### config.mk
export PLATFORM = sky130hd
export DESIGN_NAME = crc_tx_sel
export DESIGN_NICKNAME = d
export VERILOG_FILES = /design/src/rtl/crc_tx_sel.sv
export SDC_FILE = /design/constraint.sdc
export NUM_CORES = 1
export LEC_CHECK = 0
export ABC_CLOCK_PERIOD_IN_PS = 4400
export CAP_MARGIN = 20
export CORE_ASPECT_RATIO = 0.5
export CORE_MARGIN = 5
export CORE_UTILIZATION = 45
export CTS_CLUSTER_SIZE = 20
export DETAILED_ROUTE_END_ITERATION = 8
export GPL_ROUTABILITY_DRIVEN = 1
export PLACE_DENSITY = 0.77
export SLEW_MARGIN = 20
export SYNTH_ARGS = -nofsm -noshare
export SYNTH_HDL_FRONTEND = slang
export SYNTH_SLANG_ARGS = --single-unit
### constraint.sdc
create_clock -name clk -period 4.4 [get_ports clk]
set_input_delay 0.44 -clock clk [delete_from_list [all_inputs] [get_ports clk]]
set_output_delay 0.44 -clock clk [all_outputs]
set_load 0.02 [all_outputs]
### src/rtl/crc_tx_sel.sv
// rtl/crc_tx_sel.sv - registered CRC5/CRC16 capture and bit serialiser for the USB packet path
// Optional build macro: CRC_TX_MSB_FIRST_EN (MSB-first serialisation; LSB-first when undefined)
module crc_tx_sel #(
  parameter int W5     = 5,
  parameter int W16    = 16,
  parameter bit INVERT = 1'b1
) (
  input  logic           clk,
  input  logic           rst_n,
  input  logic [W5-1:0]  crc5_i,
  input  logic [W16-1:0] crc16_i,
  input  logic [2:0]     sel,
  input  logic           load,
  output logic [W5-1:0]  crc5_o,
  output logic [W16-1:0] crc16_o,
  output logic           bit_o,
  output logic           bit_vld_o,
  input  logic           bit_rdy_i,
  output logic           last_o,
  output logic           busy_o,
  output logic           done_o,
  output logic           err_o
);

  localparam int CW = $clog2(W16 + 1);

  typedef enum logic {
    IDLE  = 1'b0,
    SHIFT = 1'b1
  } state_t;

  state_t         state, state_nxt;
  logic [W16-1:0] shreg;
  logic [CW-1:0]  cnt;
  logic           cap5, cap16, nocrc, illegal, fin, beat;
`ifdef CRC_TX_MSB_FIRST_EN
  logic           wide;
`endif

  assign beat = (state == SHIFT) && bit_rdy_i;

  always_comb begin
    state_nxt = state;
    cap5      = 1'b0;
    cap16     = 1'b0;
    nocrc     = 1'b0;
    illegal   = 1'b0;
    fin       = 1'b0;
    case (state)
      IDLE: begin
        if (load) begin
          case (sel)
            3'b001: begin
              cap5      = 1'b1;
              state_nxt = SHIFT;
            end
            3'b010: begin
              cap16     = 1'b1;
              state_nxt = SHIFT;
            end
            3'b100:  nocrc   = 1'b1;
            default: illegal = 1'b1;
          endcase
        end
      end
      SHIFT: begin
        // a load while serialising is an overrun: dropped and flagged
        illegal = load;
        if (beat && (cnt == CW'(1))) begin
          fin       = 1'b1;
          state_nxt = IDLE;
        end
      end
      default: state_nxt = IDLE;
    endcase
  end

  always_ff @(posedge clk or negedge rst_n) begin
    if (!rst_n) begin
      state   <= IDLE;
      shreg   <= '0;
      cnt     <= '0;
      crc5_o  <= '0;
      crc16_o <= '0;
      done_o  <= 1'b0;
      err_o   <= 1'b0;
`ifdef CRC_TX_MSB_FIRST_EN
      wide    <= 1'b0;
`endif
    end else begin
      state  <= state_nxt;
      done_o <= fin | nocrc;

      if (cap5 || cap16 || nocrc)
        err_o <= 1'b0;
      else if (illegal)
        err_o <= 1'b1;

      if (cap5) begin
        crc5_o  <= crc5_i;
        crc16_o <= '0;
        shreg   <= W16'(crc5_i ^ {W5{INVERT}});
        cnt     <= CW'(W5);
`ifdef CRC_TX_MSB_FIRST_EN
        wide    <= 1'b0;
`endif
      end else if (cap16) begin
        crc5_o  <= '0;
        crc16_o <= crc16_i;
        shreg   <= crc16_i ^ {W16{INVERT}};
        cnt     <= CW'(W16);
`ifdef CRC_TX_MSB_FIRST_EN
        wide    <= 1'b1;
`endif
      end else if (nocrc) begin
        crc5_o  <= '0;
        crc16_o <= '0;
      end else if (beat) begin
`ifdef CRC_TX_MSB_FIRST_EN
        shreg <= {shreg[W16-2:0], 1'b0};
`else
        shreg <= {1'b0, shreg[W16-1:1]};
`endif
        cnt   <= cnt - CW'(1);
      end
    end
  end

  assign busy_o    = (state == SHIFT);
  assign bit_vld_o = busy_o;
  assign last_o    = busy_o && (cnt == CW'(1));
`ifdef CRC_TX_MSB_FIRST_EN
  // CRC5 stays right-aligned, so its MSB is read from index W5-1
  assign bit_o     = busy_o && (wide ? shreg[W16-1] : shreg[W5-1]);
`else
  assign bit_o     = busy_o && shreg[0];
`endif

endmodule
==> results_dict.tcl <==
set metrics [dict create \
    status "finished clean" \
    yosysUniqueCellTypes 39 \
    seq_area_frac_synth_pct 55.0 \
    drive_gt1_share_pct 6.94 \
    cts_resized 0 \
    leakagePower_nw 1.13 \
    area_growth_pct 30.8 \
    rsz0062_at_grt "no" \
    power_mw 1.59 \
    clock.fmax_ghz 0.385 \
    slew_headroom_pct 31.6 \
    place_area_sq_um 2590 \
    fin_area_sq_um 2680 \
    hold_violations 0 \
    worst_pin_slew_ps 1030 \
    num_io_pins 55 \
    multi_input_area_sq_um 846 \
    grt_pass1_vias 1569 \
    cts_tree "done" \
    yosysWarnings 0 \
    path_clk_slew_ps 90 \
    cp_cell_sequence "nand2b_1 > nor4b_1 > clkdlybuf4s50_1" \
    drc 0 \
    die_area_sq_um 6080 \
    insertion_delay_ps 290 \
    cts_made_buffers 5 \
    fp-row-count 17 \
    holdWs_ps 135 \
    routed_wirelength_um 4870 \
    cpMaxStageDelayCell "clkdlybuf4s50_1" \
    setup_slack_ps 1800 \
    path_class "reg2out" \
    grt_util_all_layers_pct 17.0 \
    drt_iter0_markers 71 \
    ys_async_sr_fraction_pct 100 \
    post_drt_via_cell_ratio 5.80 \
    ant_nets 0 \
    holdBufCountCts 0 \
    ys.flop_type "dfrtp_1" \
    endpoint_kind "output pin" \
    fillers 363 \
    dp_slack_ps 1770 \
    cp_max_fo 12 \
    power_density_nw_per_um2 592 \
    cap_viol_max_count 0 \
    dp_hpwl_um 3250 \
    start_util_pct 46.5 \
    cp.required_ps 3960 \
    setup_viol_count_final 0 \
    wl_per_cell_um 17.8 \
    finalCriticalPeriod_ps 2600 \
    layout.nets 245 \
    cts_root_buffer "clkbuf_8" \
    antenna_found_initial 0 \
    core-area_sq_um 4400 \
    synth-edff-count 0 \
    syn_area_sq_um 2050 \
    hp-class "in2async" \
    grt_pass1_wl_um 8240 \
    syn_avg_cell_area_sq_um 12.3 \
    slowest_delay_ps 710 \
    fin_tns_setup_ps 0 \
    grt_remaining_overflow 0 \
    grt_max_degree 46 \
    htreeDepth 2 \
    crit_arrival_ps 2160 \
    synth_nets 197 \
    port_buffers 54 \
    clock_skew_ps 10.7 \
    fin_crit_sh_pct 59.1 \
    dr.pass1.iters 5 \
    vias 1583 \
    slew_viol_final 0 \
    die-height_um 57.7 \
    cts_setup_buffers 0 \
    n_antenna_cell 0 \
    die_x_um 105 \
    place_congestion 0.750 \
    cp-start-kind "flop" \
    cts_buffer_depth 2 \
    syn_inst 167 \
    cts.sinks 45 \
    regArea_sq_um 1130 \
    ys_ff_latch 45 \
    ir_worst_vdd_uv 236 \
]
==> stage by stage <==
stage          utilization [%]  std cells
3_5_place_dp              58.9        265
3_3_place_gp              58.9        265
6_report                  60.8        273
5_1_grt                   60.8        273
2_1_floorplan                -        167
4_1_cts                   60.8        273
==> worst max-delay path, delay by kind of cell (launching register included) <==
kind,cells,cell delay [ps]
flops,1,580
simple gates,2,590
buf+inv,1,710
==> per-layer routing <==
layer  global-route usage (%)  up-vias  wire length [um]
met2                     26.9       50              2340
met5                        0        -                 0
li1                         -      740                 -
met1                     23.6      789              2240
met4                     4.49        0                34
met3                     4.23        4               256
==> cell families (layout without fill, tap and decap cells) <==
group,after synthesis,count (layout),synth area share [%]
AO/OA/AOI/OAI,60,60,24.3
flip-flops,45,45,55.0
AND/OR/NAND/NOR,38,38,13.0
buffers and inverters,17,66,4.03
XOR/XNOR,4,4,2.08
adder cells (fa/ha/maj),2,2,1.22
multiplexers,1,1,0.489
==> Yosys cell counts, drive strengths merged, types with 3 or more instances <==
cell | n | area share [%]
a21oi | 8 | 2.1
nor3 | 12 | 2.9
a221o | 11 | 5.4
o2bb2ai | 5 | 2.1
a22o | 22 | 9.4
nand3b | 11 | 4.0
a22oi | 5 | 1.8
and2 | 3 | 0.92
dfrtp | 45 | 55
inv | 4 | 0.73
clkbuf | 7 | 1.3
buf | 6 | 2.0
==> sequential cells by signal (all words and copies together), names as in the netlist <==
name       count
bit_vld_o      1
cnt            5
crc16_o       16
crc5_o         5
done_o         1
err_o          1
shreg         16
==> cell usage in the layout, fill, tap and decap left out, drive strengths merged, types with 2 or more instances in the layout <==
cell type	instances
a21oi	8
a221o	11
a22o	22
a22oi	5
and2	3
clkbuf	6
clkdlybuf4s50	53
clkinv	2
dfrtp	45
ha	2
inv	4
nand2	2
nand3b	11
nor2	2
nor3	12
nor3b	2
nor4b	2
o2bb2ai	5
xnor2	2
xor2	2
==> final timing paths <==
kind                                 from  depth (start not counted)  slack (ps)          to
worst max-delay path            bit_vld_o                          3        1800      last_o
worst min-delay path                rst_n                          1         140  crc16_o[6]
worst max register to register  bit_vld_o                          3        2300  crc16_o[4]
worst min register to register      err_o                          1         480       err_o
max in group asynchronous           rst_n                          1        3880   crc5_o[2]
min in group clk                    err_o                          1         480       err_o
==> where the power goes <==
part | internal [mW] | leakage (nW) | total (mW) | switching (mW)
registers | 0.574 | 0.594 | 0.689 | 0.115
clock network | 0.110 | 0.0450 | 0.247 | 0.136
logic | 0.345 | 0.488 | 0.651 | 0.306
==> area by class of cell <==
class / count / area share (%)
clock buffers: 6 / 2.71
inverters: 4 / 0.560
flip-flops and latches: 45 / 42.0
multi-input cells: 105 / 31.6
well taps: 57 / 2.66
repair buffers: 54 / 20.1
clock inverters: 2 / 0.374
Power figures use the tool's default switching activity.
